<file path="config.mk">
export PLATFORM = sky130hd
export DESIGN_NAME = startup_display_datapath_flat
export DESIGN_NICKNAME = d
export VERILOG_FILES = /design/src/rtl/startup_display_datapath_if.sv /design/src/rtl/startup_display_datapath.sv /design/src/flat_wrapper.sv
export SDC_FILE = /design/constraint.sdc
export NUM_CORES = 1
export LEC_CHECK = 0
export ABC_AREA = 0
export CAP_MARGIN = 20
export CELL_PAD_IN_SITES_DETAIL_PLACEMENT = 2
export CELL_PAD_IN_SITES_GLOBAL_PLACEMENT = 2
export CORE_MARGIN = 2
export CORE_UTILIZATION = 38
export CTS_CLUSTER_DIAMETER = 60
export DETAILED_ROUTE_END_ITERATION = 10
export MAX_ROUTING_LAYER = met4
export PLACE_DENSITY_LB_ADDON = 0.1
export SLEW_MARGIN = 20
export SYNTH_ARGS = -nofsm -noshare
export SYNTH_HDL_FRONTEND = slang
export SYNTH_SLANG_ARGS = --single-unit
</file>
<file path="constraint.sdc">
create_clock -name CLK -period 2.8 [get_ports CLK]
set_input_delay 0.84 -clock CLK [delete_from_list [all_inputs] [get_ports CLK]]
set_output_delay 0.84 -clock CLK [all_outputs]
set_load 0.05 [all_outputs]
</file>
<file path="src/rtl/startup_display_datapath_if.sv">
// Strobe/status bundle between the startup-display control FSM and its datapath.
// The FSM (or a bench standing in for it) uses master; the datapath uses slave.
interface startup_display_datapath_if #(
  parameter int TMR_W = 16,
  parameter int LED_W = 8
);
  logic             CLEAR;
  logic             DISP;
  logic             LOAD_PAT;
  logic             NXT_ADR;
  logic             RST_TMR;
  logic [TMR_W-1:0] TMR;
  logic             DONE;
  logic [LED_W-1:0] LED;
  logic             SCLK;
  logic             SDATA;
  logic             SLATCH;
  logic             BUSY;

  modport master (
    output CLEAR, DISP, LOAD_PAT, NXT_ADR, RST_TMR,
    input  TMR, DONE, LED, SCLK, SDATA, SLATCH, BUSY
  );

  modport slave (
    input  CLEAR, DISP, LOAD_PAT, NXT_ADR, RST_TMR,
    output TMR, DONE, LED, SCLK, SDATA, SLATCH, BUSY
  );
endinterface

</file>
<file path="src/rtl/startup_display_datapath.sv">
// Startup-display datapath: dwell timer, pattern address/table/register, and the
// LED driver (parallel register plus serial shift-out with latch strobe).
module startup_display_datapath #(
  parameter int TMR_W    = 16,
  parameter int NPAT     = 16,
  parameter int ADR_W    = 4,
  parameter int LED_W    = 8,
  parameter int SCLK_DIV = 4
) (
  input logic                      CLK,
  input logic                      RST_B,
  startup_display_datapath_if.slave bus
);

  localparam logic [1:0] ST_IDLE  = 2'd0;
  localparam logic [1:0] ST_SHIFT = 2'd1;
  localparam logic [1:0] ST_LATCH = 2'd2;

  localparam int DIV_W = (SCLK_DIV > 1) ? $clog2(SCLK_DIV) : 1;
  localparam int CNT_W = $clog2(LED_W + 1);

  localparam logic [TMR_W-1:0] TMR_MAX  = '1;
  localparam logic [ADR_W-1:0] ADR_LAST = ADR_W'(NPAT - 1);
  localparam logic [DIV_W-1:0] DIV_LAST = DIV_W'(SCLK_DIV - 1);

  // Walking-one table: entry i lights LED (i mod LED_W).
  function automatic logic [LED_W-1:0] pat_entry(input logic [ADR_W-1:0] a);
    logic [31:0] idx;
    idx = 32'(a) % 32'(LED_W);
    return {{(LED_W-1){1'b0}}, 1'b1} << idx;
  endfunction

  logic [TMR_W-1:0] tmr_q, tmr_d;
  logic [ADR_W-1:0] adr_q, adr_d;
  logic [LED_W-1:0] pat_q, pat_d;
  logic [LED_W-1:0] led_q, led_d;
  logic [LED_W-1:0] sr_q, sr_d;
  logic [CNT_W-1:0] bcnt_q, bcnt_d;
  logic [DIV_W-1:0] div_q, div_d;
  logic [1:0]       st_q, st_d;
  logic             sclk_q, sclk_d;
  logic             slatch_q, slatch_d;
  logic             busy_q, busy_d;
  logic             pend_q, pend_d;
  logic             upd_s;

  // Timer, address, pattern register and parallel LED next-state.
  always_comb begin
    tmr_d = tmr_q;
    adr_d = adr_q;
    pat_d = pat_q;
    if (bus.RST_TMR) begin
      tmr_d = '0;
    end else if (tmr_q != TMR_MAX) begin
      tmr_d = tmr_q + TMR_W'(1);
    end else begin
      tmr_d = tmr_q;
    end
    if (bus.NXT_ADR && (adr_q != ADR_LAST)) begin
      adr_d = adr_q + ADR_W'(1);
    end else begin
      adr_d = adr_q;
    end
    // LOAD_PAT reads the pre-increment address; CLEAR wins over LOAD_PAT.
    if (bus.CLEAR) begin
      pat_d = '0;
    end else if (bus.LOAD_PAT) begin
      pat_d = pat_entry(adr_q);
    end else begin
      pat_d = pat_q;
    end
    led_d = bus.DISP ? pat_q : '0;
    upd_s = (led_d != led_q);
  end

  // Serial shift-out: a change while busy is remembered and resent with the latest value.
  always_comb begin
    st_d     = st_q;
    sr_d     = sr_q;
    bcnt_d   = bcnt_q;
    div_d    = div_q;
    sclk_d   = sclk_q;
    slatch_d = 1'b0;
    busy_d   = busy_q;
    if (upd_s && busy_q) begin
      pend_d = 1'b1;
    end else begin
      pend_d = pend_q;
    end
    case (st_q)
      ST_IDLE: begin
        if (upd_s || pend_q) begin
          sr_d   = led_d;
          bcnt_d = CNT_W'(LED_W);
          div_d  = '0;
          sclk_d = 1'b0;
          busy_d = 1'b1;
          pend_d = 1'b0;
          st_d   = ST_SHIFT;
        end else begin
          busy_d = 1'b0;
        end
      end
      ST_SHIFT: begin
        if (div_q == DIV_LAST) begin
          div_d  = '0;
          sclk_d = ~sclk_q;
          if (sclk_q) begin
            sr_d   = sr_q << 1;
            bcnt_d = bcnt_q - CNT_W'(1);
            if (bcnt_q == CNT_W'(1)) begin
              st_d     = ST_LATCH;
              slatch_d = 1'b1;
            end else begin
              st_d = ST_SHIFT;
            end
          end else begin
            sr_d = sr_q;
          end
        end else begin
          div_d = div_q + DIV_W'(1);
        end
      end
      ST_LATCH: begin
        busy_d = 1'b0;
        st_d   = ST_IDLE;
      end
      default: begin
        sclk_d = 1'b0;
        busy_d = 1'b0;
        st_d   = ST_IDLE;
      end
    endcase
  end

  // State registers; reset aborts any transfer without a latch pulse.
  always_ff @(posedge CLK or negedge RST_B) begin
    if (!RST_B) begin
      tmr_q    <= '0;
      adr_q    <= '0;
      pat_q    <= '0;
      led_q    <= '0;
      sr_q     <= '0;
      bcnt_q   <= '0;
      div_q    <= '0;
      st_q     <= ST_IDLE;
      sclk_q   <= 1'b0;
      slatch_q <= 1'b0;
      busy_q   <= 1'b0;
      pend_q   <= 1'b0;
    end else begin
      tmr_q    <= tmr_d;
      adr_q    <= adr_d;
      pat_q    <= pat_d;
      led_q    <= led_d;
      sr_q     <= sr_d;
      bcnt_q   <= bcnt_d;
      div_q    <= div_d;
      st_q     <= st_d;
      sclk_q   <= sclk_d;
      slatch_q <= slatch_d;
      busy_q   <= busy_d;
      pend_q   <= pend_d;
    end
  end

  assign bus.TMR    = tmr_q;
  assign bus.DONE   = (adr_q == ADR_LAST);
  assign bus.LED    = led_q;
  assign bus.SCLK   = sclk_q;
  assign bus.SDATA  = (st_q == ST_SHIFT) & sr_q[LED_W-1];
  assign bus.SLATCH = slatch_q;
  assign bus.BUSY   = busy_q;

endmodule

</file>
<file path="src/flat_wrapper.sv">
// flat-port wrapper written by rule: the top's interface ports become plain ports
module startup_display_datapath_flat 
#(
  parameter int TMR_W    = 16,
  parameter int NPAT     = 16,
  parameter int ADR_W    = 4,
  parameter int LED_W    = 8,
  parameter int SCLK_DIV = 4
)
  (CLK, RST_B, bus_CLEAR, bus_DISP, bus_LOAD_PAT, bus_NXT_ADR, bus_RST_TMR, bus_TMR, bus_DONE, bus_LED, bus_SCLK, bus_SDATA, bus_SLATCH, bus_BUSY);
  startup_display_datapath_if #(.TMR_W(TMR_W), .LED_W(LED_W)) bus_i ();
  input logic CLK;
  input logic RST_B;
  input wire logic [$bits(bus_i.CLEAR)-1:0] bus_CLEAR;
  input wire logic [$bits(bus_i.DISP)-1:0] bus_DISP;
  input wire logic [$bits(bus_i.LOAD_PAT)-1:0] bus_LOAD_PAT;
  input wire logic [$bits(bus_i.NXT_ADR)-1:0] bus_NXT_ADR;
  input wire logic [$bits(bus_i.RST_TMR)-1:0] bus_RST_TMR;
  output wire logic [$bits(bus_i.TMR)-1:0] bus_TMR;
  output wire logic [$bits(bus_i.DONE)-1:0] bus_DONE;
  output wire logic [$bits(bus_i.LED)-1:0] bus_LED;
  output wire logic [$bits(bus_i.SCLK)-1:0] bus_SCLK;
  output wire logic [$bits(bus_i.SDATA)-1:0] bus_SDATA;
  output wire logic [$bits(bus_i.SLATCH)-1:0] bus_SLATCH;
  output wire logic [$bits(bus_i.BUSY)-1:0] bus_BUSY;
  assign bus_i.CLEAR = bus_CLEAR;
  assign bus_i.DISP = bus_DISP;
  assign bus_i.LOAD_PAT = bus_LOAD_PAT;
  assign bus_i.NXT_ADR = bus_NXT_ADR;
  assign bus_i.RST_TMR = bus_RST_TMR;
  assign bus_TMR = bus_i.TMR;
  assign bus_DONE = bus_i.DONE;
  assign bus_LED = bus_i.LED;
  assign bus_SCLK = bus_i.SCLK;
  assign bus_SDATA = bus_i.SDATA;
  assign bus_SLATCH = bus_i.SLATCH;
  assign bus_BUSY = bus_i.BUSY;
  startup_display_datapath #(.TMR_W(TMR_W), .NPAT(NPAT), .ADR_W(ADR_W), .LED_W(LED_W), .SCLK_DIV(SCLK_DIV)) u_core (.CLK(CLK), .RST_B(RST_B), .bus(bus_i));
endmodule
</file>
==> After elaboration in Yosys (flattened, before gate mapping) <==
Index checks and enable logic that the tools add are counted.
{ "word_totals": {"in_bits": 7, "word_cells": 75, "latchBits": 0, "output_inout_bits": 29, "mem_bits_ro": 0, "regBits": 56, "mem_count": 0, "mem_bits_rw": 0} }
{ "op_classes": {"add_sub_neg": 4, "mul": 0, "n_bitwise": 3, "n_lt_le_gt_ge": 0, "n_mux": 33, "n_shift": 1, "eq_ne": 11, "div_mod_pow": 0, "n_reduce_logical": 11} }
{ "ops": {"columns": ["op", "n"], "rows": [
  ["8-bit 2-to-1 mux", 6],
  ["16-bit 2-to-1 mux", 2],
  ["16-bit by 1-bit adder with 16-bit output, second input constant", 1],
  ["16-bit inequality test, second input constant", 1],
  ["8-bit case mux with 2 select lines", 1],
  ["2-bit 2-to-1 mux", 6],
  ["4-bit 2-to-1 mux", 3],
  ["1-bit 2-to-1 mux", 10],
  ["8-bit inequality test", 1],
  ["2-bit case mux with 2 select lines", 2],
  ["4-bit case mux with 2 select lines", 1],
  ["1-bit by 3-bit left shift with 8-bit output, first input constant", 1],
  ["2-bit by 1-bit inequality test with 1-bit output, second input constant", 3],
  ["3-bit AND reduction", 2],
  ["2-bit nonzero test", 3],
  ["4-bit by 1-bit adder with 4-bit output, second input constant", 1],
  ["2-bit == test, second input constant", 2],
  ["4-bit by 1-bit == test with 1-bit output, second input constant", 1],
  ["4-bit == test, second input constant", 1],
  ["4-bit inequality test, second input constant", 1],
  ["4-bit AND reduction", 1],
  ["4-bit by 1-bit subtractor with 4-bit output, second input constant", 1],
  ["1-bit case mux with 3 select lines", 1],
  ["2-bit by 1-bit adder with 2-bit output, second input constant", 1],
  ["8 further kinds", 10]
]} }

==> Depth between registers and ports, before layout <==
{ "logic_depth": {"depth_word": 6, "ltp_mapped": 7} }

==> Worst setup path before layout <==
OpenSTA, ideal clock, no wires.
{ "synth_timing": {"path_type": "reg-to-output", "from": "reg u_core.st_q[1]", "to": "out bus_SDATA", "slack_ns": 0.449, "arrival_ns": 1.511, "path_buffers": 2, "stages_incl_launch_ff": 5, "path_cell_list": "dfrtp_1 -> clkbuf_1 -> nor2b_1 -> clkbuf_1 -> and2_1"} }
{ "synth_between": {"elab_chain_len": 2} }
{ "synth_rtl": {"columns": ["element", "line", "rtl"], "rows": [
  ["from (decl)", "startup_display_datapath.sv:40", "logic [1:0] st_q, st_d;"],
  ["from (signal assigned)", "startup_display_datapath.sv:159", "st_q <= st_d;"],
  ["2-bit by 1-bit == test with 1-bit output", "startup_display_datapath.sv:171", "assign bus.SDATA = (st_q == ST_SHIFT) & sr_q[LED_W-1];"],
  ["1-bit bitwise AND", "startup_display_datapath.sv:171", null],
  ["to (decl)", "flat_wrapper.sv:23", "output wire logic [$bits(bus_i.SDATA)-1:0] bus_SDATA;"]
]} }
No other way between the ends.

==> Worst setup path in the final report <==
{ "layout_timing": {"from": "in bus_DISP", "to": "reg u_core.sr_q[7]"} }
{ "layout_between": {"elab_chain_len": 5, "elab_cells_between_ends": 7, "classes_between": "eq/ne: 2; mux: 3; reduce/logical: 2"} }
{ "layout_rtl": {"columns": ["element", "line", "rtl"], "rows": [
  ["from (decl)", "flat_wrapper.sv:15", "input wire logic [$bits(bus_i.DISP)-1:0] bus_DISP;"],
  ["8-bit 2-to-1 mux *", "startup_display_datapath.sv:72", "led_d = bus.DISP ? pat_q : '0;"],
  ["8-bit inequality test", "startup_display_datapath.sv:73", "upd_s = (led_d != led_q);"],
  ["1-bit logical OR", "startup_display_datapath.sv:92", "if (upd_s || pend_q) begin"],
  ["2-bit by 1-bit inequality test with 1-bit output (no source line)", null, null],
  ["4-bit AND reduction (no source line)", null, null],
  ["to (signal assigned)", "startup_display_datapath.sv:156", "sr_q <= sr_d;"],
  ["to (decl)", "startup_display_datapath.sv:37", "logic [LED_W-1:0] sr_q, sr_d;"]
]} }
Mark *: on every way between the ends. The rest lies on a longest branch, timed or not. The select of a mux whose other input is x is not followed.
A chain may end at the register's enable or synchronous reset.

==> reports/qor.yml <==
leakage_nw: 1.49
rsz0062_at_grt: "false"
period_minus_slack_ps: 2550
syn_to_final_growth_pct: 20.7
critPathLaunchType: "input pin"
path_cells: "clkdlybuf4s50_1, and3_1, o22a_1, o2111a_2, a41oi_4, mux2_2"
finalHoldViolCount: 0
comb_power_share_pct: 36.3
place_congestion: 0.793
rr_startpoint: "u_core.bus.TMR[0]"
switching_share_pct: 38.7
fin_nets: 341
fp.dieW_um: 90.6
synth_top_area_share_pct: 49.2
power_frac_clock_pct: 19.3
die_area_um2: 8200
clock-skew-final_ps: 14.0
dp_slack_ps: -68.7
syn_inst: 287
hold_buffers: 0
yosys.cell_count.top_type: "dfrtp_1"
wl_met3_um: 139
num_io_pins: 36
synth_area_leader_cell: "dfrtp_1"
whs_endpoint: "u_core.bcnt_q[3]"
drive_above_1_share_pct: 10.5
synth.avg_cell_area_um2: 9.92
h-tree-depth: 2
initial_core_util_pct: 39.2
ys_types: 53
cp-end-kind: "register"
wirelength_met1_mm: 3.45
holdCritStartpoint: "u_core.bcnt_q[3]"
clk_path_buf_depth: 2
vias: 2282
ir_worst_vdd_mv: 0.397
ctsResizeCount: 0
setup_violations: 0
vias_per_cell: 5.38
status: "finished, final reports clean"
first_global_vias: 2569
p_switching_uw: 978
grt_pass1_wl_mm: 12.9
grt_start_max_net_pins: 31
rows: 31
ff2ff_path_depth: 7
grt_use_total_pct: 20.0
r2r_setup_slack_ps: 810
ys.flop_type: "dfrtp_1"
cts_setup_buffers: 0
max_slew_margin_pct: 55.8
max_stage_delay_ps: 530
cts_tree: "built"
firstDrtPassIters: 4
dp_cells: 416
antenna_found_initial: 0
root_buffer: "clkbuf_8"
cts_sinks: 56
internal_power_mw: 1.55
critPathMaxFanout: 8
grt_overflow: 0
yosys-top-cells-area: "dfrtp_1, ha_1, nand2_1"
synth_area_um2: 2850
hpwl_mm: 5.29
cpMaxStageDelayCell: "clkdlybuf4s50_1"
crit_type: "input pin to register"
fin_crit_sh_pct: 91.2
drc: 0
ant_nets: 0
power_density_nw_per_um2: 736
slew_violations: 0
setup_ws_ps: 247
cp.required_ps: 3000
wl_met2_mm: 3.64
worstMarginPinSlew_ps: 663
core_um2: 7250
ys_ff_latch: 56
routed.top_layer: "met4"
netlist_top_cells_count: "dfrtp_1, nand2_1, nor2_1"
p_seq_share_pct: 44.4
ys_warn_count: 0
die_h_um: 90.6
cts_buffers: 5
maxCapViolCount: 0
syn_nets: 304
worstHoldPathCells: 1
antenna_cells: 0
drt-total-wl_mm: 7.34
wire_per_inst_um: 17.3
fin_cells: 424
post-route-util_pct: 47.4
ys_async_sr_fraction_pct: 100
fin_setup_tns_ps: 0
ys_seq_area_share_pct: 49.2
synth_edf_count: 0
reg2reg_to: "u_core.bus.TMR[14]"
fin_hold_ws_ps: 513
hp-class: "register to register"
clock_latency_ps: 320
io_buffers: 35
clk_pin_slew_ps: 120
worstPathArrival_ps: 2750
max_freq_mhz: 392
dr.first_iter.drc_count: 107
## final cells by class
| type | instances | area (um^2) |
|---|---|---|
| Fill cell | 793 | 3820 |
| Sequential cell | 56 | 1400 |
| Multi-Input combinational cell | 204 | 1340 |
| Timing Repair Buffer | 42 | 418 |
| Tap cell | 99 | 124 |
| Clock buffer | 6 | 82.6 |
| Inverter | 15 | 56.3 |
| Clock inverter | 2 | 15.0 |
## cell usage in the layout, fill, tap and decap left out, types with 7 or more instances in the layout
cell type	count
dfrtp_1	56
nand2_1	32
clkdlybuf4s50_1	32
nor2_1	21
a21oi_1	18
nand3_1	16
inv_1	15
xnor2_1	11
ha_1	10
and2_1	9
nand2b_1	9
mux2_2	8
nor3_1	7
buf_4	7
## power by group through the flow
stage | registers, mW | logic (mW) | clock network [mW]
2_1_floorplan | 1.18 | 0.559 | 0
3_3_place_gp | 1.13 | 0.870 | 0
3_5_place_dp | 1.14 | 0.918 | 0
4_1_cts | 1.13 | 0.935 | 0.497
5_1_grt | 1.16 | 1.02 | 0.528
6_report | 1.12 | 0.918 | 0.489
## how the worst max path moves through the flow
stage	startpoint	end	slack (ps)	depth (start not counted)
4_1_cts	bus_DISP	u_core.sr_q[7]	260	6
2_1_floorplan	u_core.st_q[1]	bus_SDATA	450	4
6_report	bus_DISP	u_core.sr_q[7]	250	6
3_3_place_gp	bus_DISP	u_core.sr_q[7]	-40	6
3_5_place_dp	bus_DISP	u_core.sr_q[7]	-70	6
5_1_grt	bus_DISP	u_core.sr_q[7]	150	6
## metrics by stage
step / power (mW) / instance area (um^2)
floorplan: 1.74 / 2850
global placement: 2.00 / 3340
detailed placement: 2.06 / 3340
CTS: 2.56 / 3440
global route: 2.71 / 3440
finish: 2.53 / 3440
## critical path, delay by kind of cell
| kind | cells | cell delay [ps] |
|---|---|---|
| AND/OR/NAND/NOR | 1 | 210 |
| AO/OA/AOI/OAI | 3 | 790 |
| buffers and inverters | 1 | 530 |
| multiplexers | 1 | 390 |
## layer usage
| layer | global-route usage [%] | vias up |
|---|---|---|
| met5 | - | - |
| met4 | 6.03 | 0 |
| met3 | 2.42 | 11 |
| met2 | 33.2 | 35 |
| met1 | 25.7 | 1157 |
| li1 | - | 1079 |
## cell families (layout without fill, tap and decap cells)
| group | count (synthesis) | count (layout) | synth area share [%] |
|---|---|---|---|
| AO/OA/AOI/OAI | 56 | 56 | 14.2 |
| XOR/XNOR | 14 | 14 | 4.31 |
| adder cells (fa/ha/maj) | 10 | 10 | 4.40 |
| buffers and inverters | 27 | 65 | 3.69 |
| flip-flops | 56 | 56 | 49.2 |
| multiplexers | 10 | 10 | 3.87 |
| AND/OR/NAND/NOR | 114 | 114 | 20.3 |
## state kept, by name, summed over array words and instances (netlist names)
signal,count
u_core.adr_q,4
u_core.st_q,2
u_core.sr_q,8
u_core.pat_q,8
u_core.bus.LED,8
u_core.bus.SLATCH,1
u_core.bus.SCLK,1
u_core.bus.BUSY,1
u_core.bus.TMR,16
u_core.bcnt_q,4
u_core.div_q,2
u_core.pend_q,1
(Power assumes the default switching activity.)
